**src/rtl/apb_cat_loader_if.sv**
```systemverilog
// Pixel-stream handshake plus APB bus between the loader (master) and the CatRecognizer side (slave).
interface apb_cat_loader_if #(
   parameter int unsigned AMBA_WORD       = 24,
   parameter int unsigned AMBA_ADDR_DEPTH = 12
);
   logic                     in_valid;
   logic [AMBA_WORD-1:0]     in_data;
   logic                     in_ready;
   logic                     PSEL;
   logic                     PENABLE;
   logic                     PWRITE;
   logic [AMBA_ADDR_DEPTH:0] PADDR;
   logic [AMBA_WORD-1:0]     PWDATA;
   logic [AMBA_WORD-1:0]     PRDATA;

   modport master (
      input  in_valid, in_data, PRDATA,
      output in_ready, PSEL, PENABLE, PWRITE, PADDR, PWDATA
   );

   modport slave (
      output in_valid, in_data, PRDATA,
      input  in_ready, PSEL, PENABLE, PWRITE, PADDR, PWDATA
   );
endinterface

```
**src/rtl/apb_cat_loader.sv**
```systemverilog
// APB initiator: loads one image of pixel words into the CatRecognizer bank, sets Start,
// polls Start until cleared, then reports CatRecOut as a one-cycle result.
module apb_cat_loader #(
   parameter int unsigned AMBA_WORD       = 24,
   parameter int unsigned AMBA_ADDR_DEPTH = 12,
   parameter int unsigned ITERATION       = 4096,
   parameter int unsigned POLL_GAP        = 4
) (
   input  logic                     clk,
   input  logic                     rst,
   input  logic                     go,
   apb_cat_loader_if.master         bus,
   input  logic                     CatRecOut,
   output logic                     busy,
   output logic                     result_valid,
   output logic                     result,
   output logic [AMBA_ADDR_DEPTH:0] word_count
);
   localparam int unsigned ADDR_W = AMBA_ADDR_DEPTH + 1;
   localparam int unsigned GAP_W  = (POLL_GAP > 1) ? $clog2(POLL_GAP) : 1;

   localparam logic [3:0] S_IDLE      = 4'd0;
   localparam logic [3:0] S_WAIT_PIX  = 4'd1;
   localparam logic [3:0] S_WR_SETUP  = 4'd2;
   localparam logic [3:0] S_WR_ACCESS = 4'd3;
   localparam logic [3:0] S_ST_GAP    = 4'd4;
   localparam logic [3:0] S_ST_SETUP  = 4'd5;
   localparam logic [3:0] S_ST_ACCESS = 4'd6;
   localparam logic [3:0] S_GAP       = 4'd7;
   localparam logic [3:0] S_RD_SETUP  = 4'd8;
   localparam logic [3:0] S_RD_ACCESS = 4'd9;
   localparam logic [3:0] S_REPORT    = 4'd10;

   logic [3:0]           r_state,      w_state;
   logic                 r_in_ready,   w_in_ready;
   logic                 r_psel,       w_psel;
   logic                 r_penable,    w_penable;
   logic                 r_pwrite,     w_pwrite;
   logic [ADDR_W-1:0]    r_paddr,      w_paddr;
   logic [AMBA_WORD-1:0] r_pwdata,     w_pwdata;
   logic                 r_busy,       w_busy;
   logic                 r_result_valid, w_result_valid;
   logic                 r_result,     w_result;
   logic [ADDR_W-1:0]    r_word_count, w_word_count;
   logic [GAP_W-1:0]     r_gap,        w_gap;
   logic [ADDR_W-1:0]    w_wc_inc;
   logic                 w_unused_prdata;

   // Only the Start bit of the poll read matters.
   assign w_unused_prdata = ^bus.PRDATA[AMBA_WORD-1:1];
   assign w_wc_inc        = r_word_count + ADDR_W'(1);

   // Next state and next registered outputs; every output is registered alongside the state.
   always_comb begin
      w_state        = r_state;
      w_in_ready     = 1'b0;
      w_psel         = 1'b0;
      w_penable      = 1'b0;
      w_pwrite       = 1'b0;
      w_paddr        = '0;
      w_pwdata       = '0;
      w_busy         = r_busy;
      w_result_valid = 1'b0;
      w_result       = r_result;
      w_word_count   = r_word_count;
      w_gap          = '0;
      case (r_state)
         S_IDLE: begin
            if (go) begin
               w_state      = S_WAIT_PIX;
               w_in_ready   = 1'b1;
               w_busy       = 1'b1;
               w_word_count = '0;
            end
         end
         S_WAIT_PIX: begin
            if (bus.in_valid && r_in_ready) begin
               w_state  = S_WR_SETUP;
               w_psel   = 1'b1;
               w_pwrite = 1'b1;
               w_paddr  = w_wc_inc;
               w_pwdata = bus.in_data;
            end else begin
               w_in_ready = 1'b1;
            end
         end
         S_WR_SETUP: begin
            w_state   = S_WR_ACCESS;
            w_psel    = 1'b1;
            w_penable = 1'b1;
            w_pwrite  = 1'b1;
            w_paddr   = r_paddr;
            w_pwdata  = r_pwdata;
         end
         S_WR_ACCESS: begin
            w_word_count = w_wc_inc;
            if (w_wc_inc == ADDR_W'(ITERATION)) begin
               w_state = S_ST_GAP;
            end else begin
               w_state    = S_WAIT_PIX;
               w_in_ready = 1'b1;
            end
         end
         // Idle cycle so PSEL drops between the last pixel write and the Start write.
         S_ST_GAP: begin
            w_state  = S_ST_SETUP;
            w_psel   = 1'b1;
            w_pwrite = 1'b1;
            w_pwdata = AMBA_WORD'(1);
         end
         S_ST_SETUP: begin
            w_state   = S_ST_ACCESS;
            w_psel    = 1'b1;
            w_penable = 1'b1;
            w_pwrite  = 1'b1;
            w_pwdata  = r_pwdata;
         end
         S_ST_ACCESS: begin
            w_state = S_GAP;
         end
         S_GAP: begin
            if (r_gap == GAP_W'(POLL_GAP - 1)) begin
               w_state = S_RD_SETUP;
               w_psel  = 1'b1;
            end else begin
               w_gap = r_gap + GAP_W'(1);
            end
         end
         S_RD_SETUP: begin
            w_state   = S_RD_ACCESS;
            w_psel    = 1'b1;
            w_penable = 1'b1;
         end
         // An unknown Start bit falls into the else branch and keeps polling.
         S_RD_ACCESS: begin
            if (bus.PRDATA[0] == 1'b0) begin
               w_state        = S_REPORT;
               w_result       = CatRecOut;
               w_result_valid = 1'b1;
            end else begin
               w_state = S_GAP;
            end
         end
         S_REPORT: begin
            w_state = S_IDLE;
            w_busy  = 1'b0;
         end
         default: begin
            w_state = S_IDLE;
            w_busy  = 1'b0;
         end
      endcase
   end

   always_ff @(posedge clk or negedge rst) begin
      if (!rst) begin
         r_state        <= S_IDLE;
         r_in_ready     <= 1'b0;
         r_psel         <= 1'b0;
         r_penable      <= 1'b0;
         r_pwrite       <= 1'b0;
         r_paddr        <= '0;
         r_pwdata       <= '0;
         r_busy         <= 1'b0;
         r_result_valid <= 1'b0;
         r_result       <= 1'b0;
         r_word_count   <= '0;
         r_gap          <= '0;
      end else begin
         r_state        <= w_state;
         r_in_ready     <= w_in_ready;
         r_psel         <= w_psel;
         r_penable      <= w_penable;
         r_pwrite       <= w_pwrite;
         r_paddr        <= w_paddr;
         r_pwdata       <= w_pwdata;
         r_busy         <= w_busy;
         r_result_valid <= w_result_valid;
         r_result       <= w_result;
         r_word_count   <= w_word_count;
         r_gap          <= w_gap;
      end
   end

   assign bus.in_ready = r_in_ready;
   assign bus.PSEL     = r_psel;
   assign bus.PENABLE  = r_penable;
   assign bus.PWRITE   = r_pwrite;
   assign bus.PADDR    = r_paddr;
   assign bus.PWDATA   = r_pwdata;
   assign busy         = r_busy;
   assign result_valid = r_result_valid;
   assign result       = r_result;
   assign word_count   = r_word_count;
endmodule
```
**src/flat_wrapper.sv**
```systemverilog
// flat-port wrapper written by rule: the top's interface ports become plain ports
module apb_cat_loader_flat 
#(
   parameter int unsigned AMBA_WORD       = 24,
   parameter int unsigned AMBA_ADDR_DEPTH = 12,
   parameter int unsigned ITERATION       = 4096,
   parameter int unsigned POLL_GAP        = 4
)
  (clk, rst, go, CatRecOut, busy, result_valid, result, word_count, bus_in_valid, bus_in_data, bus_PRDATA, bus_in_ready, bus_PSEL, bus_PENABLE, bus_PWRITE, bus_PADDR, bus_PWDATA);
  apb_cat_loader_if #(.AMBA_WORD(AMBA_WORD), .AMBA_ADDR_DEPTH(AMBA_ADDR_DEPTH)) bus_i ();
  input  logic clk;
  input  logic rst;
  input  logic go;
  input  logic CatRecOut;
  output logic busy;
  output logic result_valid;
  output logic result;
  output logic [AMBA_ADDR_DEPTH:0] word_count;
  input wire logic [$bits(bus_i.in_valid)-1:0] bus_in_valid;
  input wire logic [$bits(bus_i.in_data)-1:0] bus_in_data;
  input wire logic [$bits(bus_i.PRDATA)-1:0] bus_PRDATA;
  output wire logic [$bits(bus_i.in_ready)-1:0] bus_in_ready;
  output wire logic [$bits(bus_i.PSEL)-1:0] bus_PSEL;
  output wire logic [$bits(bus_i.PENABLE)-1:0] bus_PENABLE;
  output wire logic [$bits(bus_i.PWRITE)-1:0] bus_PWRITE;
  output wire logic [$bits(bus_i.PADDR)-1:0] bus_PADDR;
  output wire logic [$bits(bus_i.PWDATA)-1:0] bus_PWDATA;
  assign bus_i.in_valid = bus_in_valid;
  assign bus_i.in_data = bus_in_data;
  assign bus_i.PRDATA = bus_PRDATA;
  assign bus_in_ready = bus_i.in_ready;
  assign bus_PSEL = bus_i.PSEL;
  assign bus_PENABLE = bus_i.PENABLE;
  assign bus_PWRITE = bus_i.PWRITE;
  assign bus_PADDR = bus_i.PADDR;
  assign bus_PWDATA = bus_i.PWDATA;
  apb_cat_loader #(.AMBA_WORD(AMBA_WORD), .AMBA_ADDR_DEPTH(AMBA_ADDR_DEPTH), .ITERATION(ITERATION), .POLL_GAP(POLL_GAP)) u_core (.clk(clk), .rst(rst), .go(go), .bus(bus_i), .CatRecOut(CatRecOut), .busy(busy), .result_valid(result_valid), .result(result), .word_count(word_count));
endmodule
```
**config.mk**
```make
export PLATFORM = sky130hd
export DESIGN_NAME = apb_cat_loader_flat
export DESIGN_NICKNAME = d
export VERILOG_FILES = /design/src/rtl/apb_cat_loader_if.sv /design/src/rtl/apb_cat_loader.sv /design/src/flat_wrapper.sv
export SDC_FILE = /design/constraint.sdc
export NUM_CORES = 1
export LEC_CHECK = 0
export ABC_AREA = 0
export CORE_ASPECT_RATIO = 0.9
export CORE_UTILIZATION = 40
export CTS_BUF_LIST = sky130_fd_sc_hd__clkbuf_4 sky130_fd_sc_hd__clkbuf_8 sky130_fd_sc_hd__clkbuf_16
export DETAILED_ROUTE_END_ITERATION = 10
export PLACE_DENSITY = 0.87
export SLEW_MARGIN = 25
export SYNTH_ARGS = -nofsm -noshare
export SYNTH_HDL_FRONTEND = slang
export SYNTH_SLANG_ARGS = --single-unit
```
**constraint.sdc**
```tcl
create_clock -name clk -period 1.7 [get_ports clk]
set_clock_uncertainty 0.05 [all_clocks]
set_input_delay 0.17 -clock clk [delete_from_list [all_inputs] [get_ports clk]]
set_output_delay 0.17 -clock clk [all_outputs]
set_load 0.05 [all_outputs]
```
== Yosys cells after proc, flatten, opt, wreduce, memory -nomap -nowiden ==
Index checks and enable logic that the tools add are counted.

* Eq/ne operators: 14
* Mux-type cells: 27
* Bitwise operators: 2
* Reduce and logical (&&, ||, !) cells: 12
* Add/sub/neg operators: 2

{| class="wikitable"
|+ Operators with widths
! cell !! count
|-
| $pmux 24 s3 || 1
|-
| $pmux 13 s2 || 2
|-
| $pmux 4 s10 || 1
|-
| $mux 13 || 2
|-
| $mux 24 || 1
|-
| $eq 4x3->1 const B || 4
|-
| $mux 4 || 4
|-
| $add 13x1->13 const B || 1
|-
| $eq 13x13->1 const B || 1
|-
| $mux 1 || 9
|-
| $reduce_or 9->1 || 1
|-
| $eq 4x2->1 const B || 2
|-
| $eq 4x4->1 const B || 2
|-
| $pmux 1 s3 || 2
|-
| $reduce_and 2->1 || 3
|-
| $reduce_or 3->1 || 2
|-
| $eq 4x1->1 const B || 1
|-
| $logic_not 4->1 || 1
|-
| $mux 2 || 2
|-
| $ne 2x1->1 const B || 2
|-
| $pmux 1 s2 || 2
|-
| $reduce_or 4->1 || 1
|-
| $mux 3 || 1
|-
| $reduce_and 3->1 || 1
|-
| other kinds (7) || 8
|}

* Register bits: 63
* Word-level logic and storage cells: 69
* Output and inout port bits: 57

== Logic depth before layout (Yosys ltp) ==
Gate-level depths: netlist (run 1).

* Depth in word-level cells: 4
* Mapped depth: 7
* Depth with buffers taken out: 6

== Worst setup path after synthesis (run 1) ==
No wires, ideal clock.

* Path kind: flip-flop to flip-flop
* From: register u_core.r_word_count[3], in the netlist u_core.word_count[3]
* To: register u_core.r_state[2]
* Arrival time: 2004 ps
* Data required time: 1526 ps
* Library setup time: 124 ps
* Period minus slack after synthesis: 2178 ps
* Cell stages (with the launch flop): 8
* Slack: -478 ps
* Buffers on the path: 2
* Cell sequence: dfrtp_1 > buf_6 > and4_4 > and2_4 > buf_6 > mux2_4 > and4_4 > a211o_1

* Cells in the longest elaborated chain, start to end: 4

{| class="wikitable"
|+ Ends and longest elaborated chain
! item !! RTL line !! source
|-
| from (decl) || apb_cat_loader.sv:44 || <nowiki>logic [ADDR_W-1:0] r_word_count, w_word_count;</nowiki>
|-
| from (signal assigned) || apb_cat_loader.sv:180 || <nowiki>r_word_count <= w_word_count;</nowiki>
|-
| $add 13x1->13 || apb_cat_loader.sv:51 || <nowiki>assign w_wc_inc = r_word_count + ADDR_W'(1);</nowiki>
|-
| $eq 13x13->1 || apb_cat_loader.sv:97 || <nowiki>if (w_wc_inc == ADDR_W'(ITERATION)) begin</nowiki>
|-
| $mux 3 || apb_cat_loader.sv:97 ||
|-
| $pmux 4 s10 || apb_cat_loader.sv:67 || <nowiki>case (r_state)</nowiki>
|-
| to (signal assigned) || apb_cat_loader.sv:170 || <nowiki>r_state <= w_state;</nowiki>
|-
| to (decl) || apb_cat_loader.sv:34 || <nowiki>logic [3:0] r_state, w_state;</nowiki>
|}

Every way passes these cells.
A chain may end at the register's enable or synchronous reset.

== Worst setup path after layout (run 1) ==
* From: register u_core.r_word_count[1], in the netlist u_core.word_count[1]
* To: register u_core.r_state[2]

Same word-level chain as after synthesis.

==> impl_metrics.py, run 1 <==
metrics = {
    "clock_tree": {
        "clock_latency_ps": 330,
        "htreeDepth": 3,
        "cts_tree": "done",
        "clockBufferDepth": 2,
        "cts-root-buf": "clkbuf_8",
        "cts_buffers": 9,
        "clock_sinks": 63,
        "cts.clk_slew.worst_paths_ps": 70,
    },
    "timing": {
        "period_share": 0.9855,
        "tns_ps": 0,
        "setup_viol": 0,
        "finalHoldViolations": 0,
        "min_period_ps": 1675,
        "worst_slew_margin_rel": 0.6608,
        "fmax_mhz": 596.9,
        "whs_ps": 325.8,
        "rsz0062_at_grt": "yes",
        "slew_viol_final": 0,
        "worstMarginPinSlew_ps": 508.0,
    },
    "yosys": {
        "synth-seq-cells": 63,
        "synth_most_common_cell": "dfrtp_1",
        "syn_area_per_cell_um2": 10.18,
        "syn_area_um2": 2972,
        "yosysWarnings": 0,
        "synthTopCellsByCount": "dfrtp_1 (63), o21ai_0 (36), nand2_1 (34), a22o_1 (26), a21oi_1 (16)",
        "seq_area_frac_synth": 0.5305,
        "ys_async_sr_fraction": 1.000,
        "yosysTopAreaCell": "dfrtp_1",
        "synth_area_leaders": "dfrtp_1 (53%), a22o_1 (7.7%), o21ai_0 (6.1%)",
        "synth_nets": 347,
        "synthCells": 292,
        "synthDistinctLibCells": 47,
        "synth-edff-count": 0,
        "yosysTopAreaCellShare": 0.5305,
        "synthFlopType": "dfrtp_1",
    },
    "place": {
        "placed_area_um2": 4075,
        "gp_congestion": 0.8867,
        "dp.cells": 483,
        "hpwl_mm": 5.403,
        "numPortBuffers": 86,
    },
    "drt": {
        "vias_per_cell": 5.283,
        "vias": 2673,
        "finalWirelength_mm": 7.722,
        "drtIter0Drc": 163,
        "dr.pass1.iters": 4,
        "final_antenna_net_count": 0,
        "wire_per_inst_um": 15.26,
        "drc": 0,
    },
    "layout": {
        "area_growth_syn_to_layout_pct": 46.53,
        "nFillCells": 582,
        "finalNetCount": 463,
        "layoutNonFillerInstCount": 506,
        "insertedDiodeCount": 0,
        "fin_area_um2": 4354,
        "postLayoutCoreUtil": 0.6122,
        "drive_gt1_frac": 0.3051,
    },
    "floorplanning": {
        "die_x_um": 92.86,
        "die_h_um": 83.77,
        "ios": 110,
        "initial_core_util": 0.4178,
        "dieArea_um2": 7778,
        "core_area_um2": 7112,
        "std_cell_rows": 29,
    },
    "power": {
        "peakVddDrop_v": 0.0005604,
        "p_clk_frac": 0.269,
        "combPwrFrac": 0.391,
        "intPower_w": 0.003505,
        "p_sw_w": 0.002064,
        "p_seq_frac": 0.340,
        "switching_share": 0.3706,
        "power_density_nw_per_um2": 1279,
        "p_leak_nw": 2.113,
    },
    "worst_setup_path": {
        "crit_type": "reg -> reg",
        "rr_startpoint": "u_core.word_count[1]",
        "endpoint_kind": "register",
        "worstPathArrival_ps": 1850,
        "cp_slowest_stage_delay_ps": 390,
        "cp.required_ps": 1870,
        "path_cells": "and4_4, and2_4, mux2_4, and4_4, a211o_1",
        "crit_top_cell": "and4_4",
        "crit_start": "u_core.word_count[1]",
        "crit_fanout": 3,
        "critPathLaunchType": "register",
        "crit_slowest_cell": "dfrtp_2",
    },
    "outcome": {
        "status": "complete, no violations",
    },
    "grt": {
        "antenna_found_initial": 0,
        "grt_max_degree": 64,
        "grt_remaining_overflow": 0,
        "grt_pass1_vias": 2494,
        "grtUsageTotal": 0.2008,
        "grt_pass1_wl_mm": 12.11,
    },
    "hold_path": {
        "hold_class": "in -> async",
    },
    "run": {
        "maxCapViolations": 0,
    },
}
-- final timing paths --
| path | slack, ps | end | depth (start not counted) |
|---|---|---|---|
| worst min register to register | 390 | u_core.r_gap[0] | 1 |
| worst max-delay path | 20 | u_core.r_state[2] | 5 |
| min in group clk | 340 | u_core.bus.PWDATA[0] | 3 |
| worst min-delay path | 330 | u_core.bus.PWDATA[13] | 3 |
| max in group asynchronous | 970 | u_core.bus.in_ready | 3 |
| worst max register to register | 20 | u_core.r_state[2] | 5 |
-- routing by layer --
metal | up-vias | GRT usage | share of wire | wire (um)
met5 | - | 0 | 0 | 0
met4 | 0 | 0.07832 | 0.014 | 105
met3 | 8 | 0.03916 | 0.073 | 562
met2 | 109 | 0.3048 | 0.47 | 3606
met1 | 1269 | 0.2829 | 0.45 | 3447
li1 | 1287 | - | - | -
-- cell type report --
| type | count | area, um^2 | share of cell area |
|---|---|---|---|
| clock buffers | 13 | 166.4 | 0.03822 |
| clock inverters | 3 | 65.06 | 0.01494 |
| inverters | 4 | 15.01 | 0.003448 |
| multi-input cells | 203 | 1304 | 0.2994 |
| flip-flops and latches | 63 | 1590 | 0.3652 |
| well taps | 93 | 116.4 | 0.02672 |
| repair buffers | 127 | 1097 | 0.2520 |
-- cell families (layout without fill, tap and decap cells) --
family | Yosys count | in the layout | share of synthesized area
AOI/OAI and AO/OA | 96 | 96 | 0.2101
and+or+nand+nor | 87 | 87 | 0.1499
DFF | 63 | 63 | 0.5305
buffers and inverters | 26 | 147 | 0.04336
xor gates and xnor gates | 13 | 13 | 0.03832
muxes | 5 | 5 | 0.01937
adders and majority gates | 2 | 2 | 0.008420
-- state kept, by name, summed over array words and instances, names as in the netlist --
signal / flops
u_core.bus.PWDATA: 24
u_core.bus.PADDR: 13
u_core.word_count: 13
u_core.r_state: 4
u_core.r_gap: 2
u_core.bus.PENABLE: 1
u_core.bus.PSEL: 1
u_core.bus.PWRITE: 1
u_core.bus.in_ready: 1
u_core.busy: 1
u_core.result: 1
u_core.result_valid: 1
-- cells in the final DEF, fill, tap and decap left out, types with 11 or more instances in the layout --
master           count
clkbuf_8            11
o21ai_0             35
dfrtp_1             52
dlygate4sd2_1       13
a22o_1              26
nor2_1              13
clkdlybuf4s50_1     28
dfrtp_2             11
a21oi_1             15
nand2_1             34
buf_4               77
-- metrics by stage --
step	setup slack, ps	total power [W]
2_1_floorplan	-301.7	0.003210
3_3_place_gp	1.867	0.004022
3_5_place_dp	-11.31	0.004062
4_1_cts	2.622	0.005571
5_1_grt	-36.64	0.005825
6_report	24.68	0.005569
-- power groups by stage --
stage / Sequential [W] / Combinational, W / Clock (W)
CTS: 0.00189 / 0.00215 / 0.00153
detailed placement: 0.00192 / 0.00214 / 0
finish: 0.00189 / 0.00218 / 0.00150
floorplan: 0.00229 / 0.000918 / 0
global route: 0.00191 / 0.00234 / 0.00157
global placement: 0.00191 / 0.00211 / 0
-- timing repair --
action	in CTS	in global routing
resized for setup	13	5
endpoints found under the setup margin	13	6
buffers inserted	0	6
pin swaps	0	1
hold buffers	1	0
hold endpoints to repair	63	0
-- critical path: cells and delay by family (launching register included) --
kind | cells | cell delay (ps)
and+or+nand+nor | 3 | 580
muxes | 1 | 290
DFF | 1 | 390
AOI/OAI and AO/OA | 1 | 250
Power figures use the tool's default switching activity.
==> run 2: changes to the inputs <==
--- a/config.mk
+++ b/config.mk
@@ -6,9 +6,10 @@
 export NUM_CORES = 1
 export LEC_CHECK = 0
 export ABC_AREA = 0
+export CAP_MARGIN = 0
 export CORE_ASPECT_RATIO = 0.9
 export CORE_UTILIZATION = 40
-export CTS_BUF_LIST = sky130_fd_sc_hd__clkbuf_4 sky130_fd_sc_hd__clkbuf_8 sky130_fd_sc_hd__clkbuf_16
+export CTS_BUF_LIST = sky130_fd_sc_hd__clkbuf_8 sky130_fd_sc_hd__clkbuf_16
 export DETAILED_ROUTE_END_ITERATION = 10
 export PLACE_DENSITY = 0.87
 export SLEW_MARGIN = 25
==> impl_metrics.py, run 2 (same netlist as run 1, synthesis figures left out) <==
metrics = {
    "outcome": {
        "status": "complete, no violations",
    },
    "grt": {
        "grt_remaining_overflow": 0,
        "met1_usage": 0.2823,
        "top_usage_layer": "met2",
        "grt_pass1_vias": 2493,
        "grt_max_degree": 64,
        "antenna_found_initial": 0,
        "use_met3": 0.03916,
        "grt_use_met2": 0.3048,
        "grt_pass1_wl_mm": 12.12,
        "grtUsageTotal": 0.2006,
    },
    "power": {
        "p_sw_w": 0.002051,
        "peakVddDrop_v": 0.0005599,
        "combPwrFrac": 0.394,
        "p_clk_frac": 0.262,
        "switching_share": 0.3722,
        "power_density_nw_per_um2": 1269,
        "p_seq_frac": 0.344,
        "intPower_w": 0.003459,
        "p_leak_nw": 2.110,
    },
    "timing": {
        "min_period_ps": 1685,
        "setup_viol": 0,
        "finalHoldViolations": 0,
        "period_share": 0.9913,
        "rsz0062_at_grt": "yes",
        "whs_ps": 323.2,
        "worst_slew_margin_rel": 0.6608,
        "worstMarginPinSlew_ps": 508.0,
        "fmax_mhz": 593.4,
        "slew_viol_final": 0,
    },
    "worst_setup_path": {
        "critPathLaunchType": "register",
        "crit_fanout": 3,
        "path_cells": "and4_4, and2_4, mux2_4, and4_4, a211o_1",
        "endpoint_kind": "register",
        "r2r_slack_ps": 10,
        "rr_worst_depth": 5,
        "crit_type": "reg -> reg",
        "crit_top_cell": "and4_4",
        "cp_slowest_stage_delay_ps": 390,
        "crit_slowest_cell": "dfrtp_2",
        "rr_endpoint": "u_core.r_state[2]",
        "cp.required_ps": 1870,
        "rr_startpoint": "u_core.word_count[1]",
        "worstPathArrival_ps": 1860,
    },
    "floorplanning": {
        "core_area_um2": 7112,
        "dieArea_um2": 7778,
        "ios": 110,
        "std_cell_rows": 29,
        "die_h_um": 83.77,
        "initial_core_util": 0.4178,
        "die_x_um": 92.86,
    },
    "layout": {
        "drive_gt1_frac": 0.2985,
        "layout_commonest_cell": "buf_4",
        "largest_register_ffs": 24,
        "fin_area_um2": 4342,
        "insertedDiodeCount": 0,
        "area_growth_syn_to_layout_pct": 46.11,
        "layout_common_cells": "buf_4 (77), dfrtp_1 (52), o21ai_0 (35)",
        "finalNetCount": 462,
    },
    "drt": {
        "dr.pass1.iters": 4,
        "vias": 2696,
        "finalWirelength_mm": 7.669,
        "drtIter0Drc": 136,
        "final_antenna_net_count": 0,
        "wire_per_inst_um": 15.19,
        "vias_per_cell": 5.339,
        "drc": 0,
    },
    "clock_tree": {
        "cts-root-buf": "clkbuf_8",
        "cts.clk_slew.worst_paths_ps": 70,
        "cts_tree": "done",
        "clock_latency_ps": 330,
        "clockBufferDepth": 2,
        "htreeDepth": 3,
        "cts_buffers": 9,
        "clock_sinks": 63,
    },
    "place": {
        "hpwl_mm": 5.403,
        "gp_congestion": 0.8867,
        "placed_area_um2": 4075,
        "numPortBuffers": 86,
    },
    "run": {
        "maxCapViolations": 0,
    },
    "hold_path": {
        "hold_class": "in -> async",
    },
}
-- run 2: changes by cell type in the layout (fill, tap and decap cells not counted) --
cell,change
clkbuf_4,-2
clkbuf_2,-1
inv_1,+2
-- run 2: power groups by stage --
stage                     Clock [W]  Combinational [W]  Sequential (W)
final                       0.00144            0.00217         0.00189
after global routing        0.00152            0.00233         0.00192
after CTS                   0.00148            0.00216         0.00189
after detailed placement          0            0.00214         0.00192
after global placement            0            0.00211         0.00191
after floorplan                   0           0.000918         0.00229
-- run 2: metal layers --
layer,routed length [um],part of all wire
met1,3421,0.45
met2,3606,0.47
met3,519,0.068
met4,121,0.016
met5,0,0
-- run 2: area by class of cell --
cell class	count	area (um^2)
fill	583	2770
sequential	63	1590
multi-input combinational	203	1304
timing repair buffer	126	1092
clock buffer	11	151.4
tap	93	116.4
clock inverter	5	72.57
inverter	4	15.01
-- run 2: per-stage QoR --
| stage | total power, W | setup TNS (ps) | utilization | std cells | setup WS [ps] |
|---|---|---|---|---|---|
| after floorplan | 0.003210 | -537.0 | - | 292 | -301.7 |
| after global placement | 0.004022 | 0 | 0.5730 | 483 | 1.867 |
| after global routing | 0.005773 | -19.71 | 0.6105 | 505 | -19.71 |
| after detailed placement | 0.004062 | -24.98 | 0.5730 | 483 | -11.31 |
| final | 0.005510 | 0 | 0.6105 | 505 | 14.87 |
| after CTS | 0.005528 | 0 | 0.6036 | 500 | 2.622 |
-- run 2: worst max-delay path, delay by kind of cell, from the launching register on --
family	cells	cell delay [ps]
muxes	1	290
AOI/OAI and AO/OA	1	250
and+or+nand+nor	3	590
DFF	1	390
-- run 2: how the worst max path moves through the flow --
stage / from / depth (start not counted) / to
after floorplan: u_core.word_count[3] / 7 / u_core.r_state[2]
after global placement: bus_in_valid / 5 / u_core.bus.PADDR[2]
after detailed placement: bus_in_valid / 5 / u_core.bus.PADDR[5]
after CTS: u_core.bus.PWDATA[23] / 1 / bus_PWDATA[23]
after global routing: u_core.word_count[1] / 5 / u_core.r_state[2]
final: u_core.word_count[1] / 5 / u_core.r_state[2]
-- run 2: what timing repair did --
item | in CTS | in global routing
buffers inserted | 0 | 5
gates resized for setup | 13 | 5
hold buffers | 1 | 0
hold endpoints to repair | 63 | 0
pin swaps | 0 | 1
endpoints found under the setup margin | 13 | 7
==> run 3: changes to the inputs <==
--- a/config.mk
+++ b/config.mk
@@ -12,6 +12,7 @@
 export CTS_BUF_LIST = sky130_fd_sc_hd__clkbuf_8 sky130_fd_sc_hd__clkbuf_16
 export DETAILED_ROUTE_END_ITERATION = 10
 export PLACE_DENSITY = 0.87
+export SKIP_CTS_REPAIR_TIMING = 1
 export SLEW_MARGIN = 25
 export SYNTH_ARGS = -nofsm -noshare
 export SYNTH_HDL_FRONTEND = slang
==> impl_metrics.py, run 3 (same netlist as run 1, synthesis figures left out) <==
metrics = {
    "worst_setup_path": {
        "rr_startpoint": "u_core.word_count[1]",
        "worstPathArrival_ps": 1850,
        "rr_worst_depth": 5,
        "crit_buf_inv": 0,
        "crit_start": "u_core.word_count[1]",
        "crit_path_end": "u_core.r_state[2]",
        "endpoint_kind": "register",
        "crit_slowest_cell": "dfrtp_2",
        "cp.required_ps": 1870,
        "critPathTopFamily": "simple AND/OR/NAND/NOR gates",
        "crit_fanout": 3,
        "crit_type": "reg -> reg",
        "crit_top_cell": "and4_4",
        "critPathLaunchType": "register",
        "path_cells": "and4_4, and2_4, mux2_4, and4_4, a211o_1",
        "cp_slowest_stage_delay_ps": 390,
        "r2r_slack_ps": 20,
        "worst-path-stages": 5,
        "rr_endpoint": "u_core.r_state[2]",
    },
    "layout": {
        "area_growth_syn_to_layout_pct": 47.92,
        "layoutNonFillerInstCount": 506,
        "insertedDiodeCount": 0,
        "postLayoutCoreUtil": 0.6181,
        "layout_commonest_cell": "buf_4",
        "drive_gt1_frac": 0.3002,
        "nFillCells": 567,
        "layout_common_cells": "buf_4 (77), dfrtp_1 (52), o21ai_0 (35)",
        "finalNetCount": 463,
        "largest_register_ffs": 24,
    },
    "floorplanning": {
        "ios": 110,
        "std_cell_rows": 29,
        "die_x_um": 92.86,
        "die_h_um": 83.77,
        "dieArea_um2": 7778,
        "initial_core_util": 0.4178,
        "core_area_um2": 7112,
    },
    "grt": {
        "grt_pass1_wl_mm": 12.08,
        "grt_remaining_overflow": 0,
        "grtUsageTotal": 0.2000,
        "grt_max_degree": 64,
        "antenna_found_initial": 0,
        "grt_pass1_vias": 2484,
    },
    "place": {
        "dp.cells": 483,
        "numPortBuffers": 86,
        "hpwl_mm": 5.403,
        "gp_congestion": 0.8867,
    },
    "timing": {
        "finalHoldViolations": 0,
        "slew_viol_final": 0,
        "fmax_mhz": 594.1,
        "period_share": 0.9902,
        "worstMarginPinSlew_ps": 513.5,
        "min_period_ps": 1683,
        "tns_ps": 0,
        "rsz0062_at_grt": "yes",
        "worst_slew_margin_rel": 0.6571,
        "setup_viol": 0,
    },
    "drt": {
        "final_antenna_net_count": 0,
        "wl_met1_mm": 3.460,
        "dr.pass1.iters": 4,
        "vias_per_cell": 5.330,
        "route.met2.wl_mm": 3.615,
        "drc": 0,
        "wire_per_inst_um": 15.29,
        "drtIter0Drc": 156,
        "vias": 2697,
        "route.met3.wl_um": 540,
        "top_layer": "met4",
        "finalWirelength_mm": 7.737,
    },
    "outcome": {
        "status": "complete, no violations",
    },
    "clock_tree": {
        "cts.clk_slew.worst_paths_ps": 70,
        "clock_sinks": 63,
        "cts_tree": "done",
        "cts_buffers": 9,
        "htreeDepth": 3,
        "clock_latency_ps": 330,
        "cts-root-buf": "clkbuf_8",
        "clockBufferDepth": 2,
    },
    "run": {
        "maxCapViolations": 0,
    },
    "power": {
        "p_leak_nw": 2.295,
        "peakVddDrop_v": 0.0005605,
        "total_power_w": 0.005516,
        "power_density_nw_per_um2": 1255,
    },
    "hold_path": {
        "hold_class": "in -> async",
    },
}
## run 3: area by class of cell
type | count | area [um^2] | share of cell area
well taps | 93 | 116.4 | 0.02647
flip-flops and latches | 63 | 1590 | 0.3618
clock buffers | 11 | 151.4 | 0.03444
repair buffers | 127 | 1146 | 0.2607
inverters | 4 | 15.01 | 0.003416
multi-input cells | 203 | 1304 | 0.2966
clock inverters | 5 | 72.57 | 0.01651
## run 3: worst register-to-register path: cells and delay by family (launching register included)
kind,cells,cell delay (ps)
AO/OA/AOI/OAI,1,250
flip-flops,1,390
multiplexers,1,290
AND/OR/NAND/NOR,3,590
## run 3: stage by stage
stage	area (um^2)	hold WS, ps	worst slack, ps
final	4395	325.6	16.68
after global routing	4395	357.0	-19.68
after floorplan	3007	-175.6	-301.7
after global placement	4075	152.9	1.867
after detailed placement	4075	164.6	-11.31
after CTS	4299	-203.8	-38.52
## run 3: worst min path at each step
stage	end	cells past startpoint	slack, ps
finish	u_core.bus.PWDATA[13]	3	330
floorplan	u_core.bus.PADDR[0]	0	-180
detailed placement	u_core.bus.PWDATA[22]	2	160
global placement	u_core.bus.PWDATA[15]	2	150
CTS	u_core.bus.PWDATA[22]	2	-200
global route	u_core.bus.PWDATA[0]	3	360
## run 3: routing by layer
layer | vias to the layer above | track usage
met5 | - | 0
met4 | 0 | 0.07832
met3 | 11 | 0.03916
met2 | 116 | 0.3035
li1 | 1288 | -
met1 | 1282 | 0.2817
## run 3: power breakdown
| group | total (W) | internal [W] | switching (W) |
|---|---|---|---|
| sequential | 0.00189 | 0.00169 | 0.000207 |
| combinational | 0.00218 | 0.000884 | 0.00130 |
| clock | 0.00144 | 0.000893 | 0.000548 |
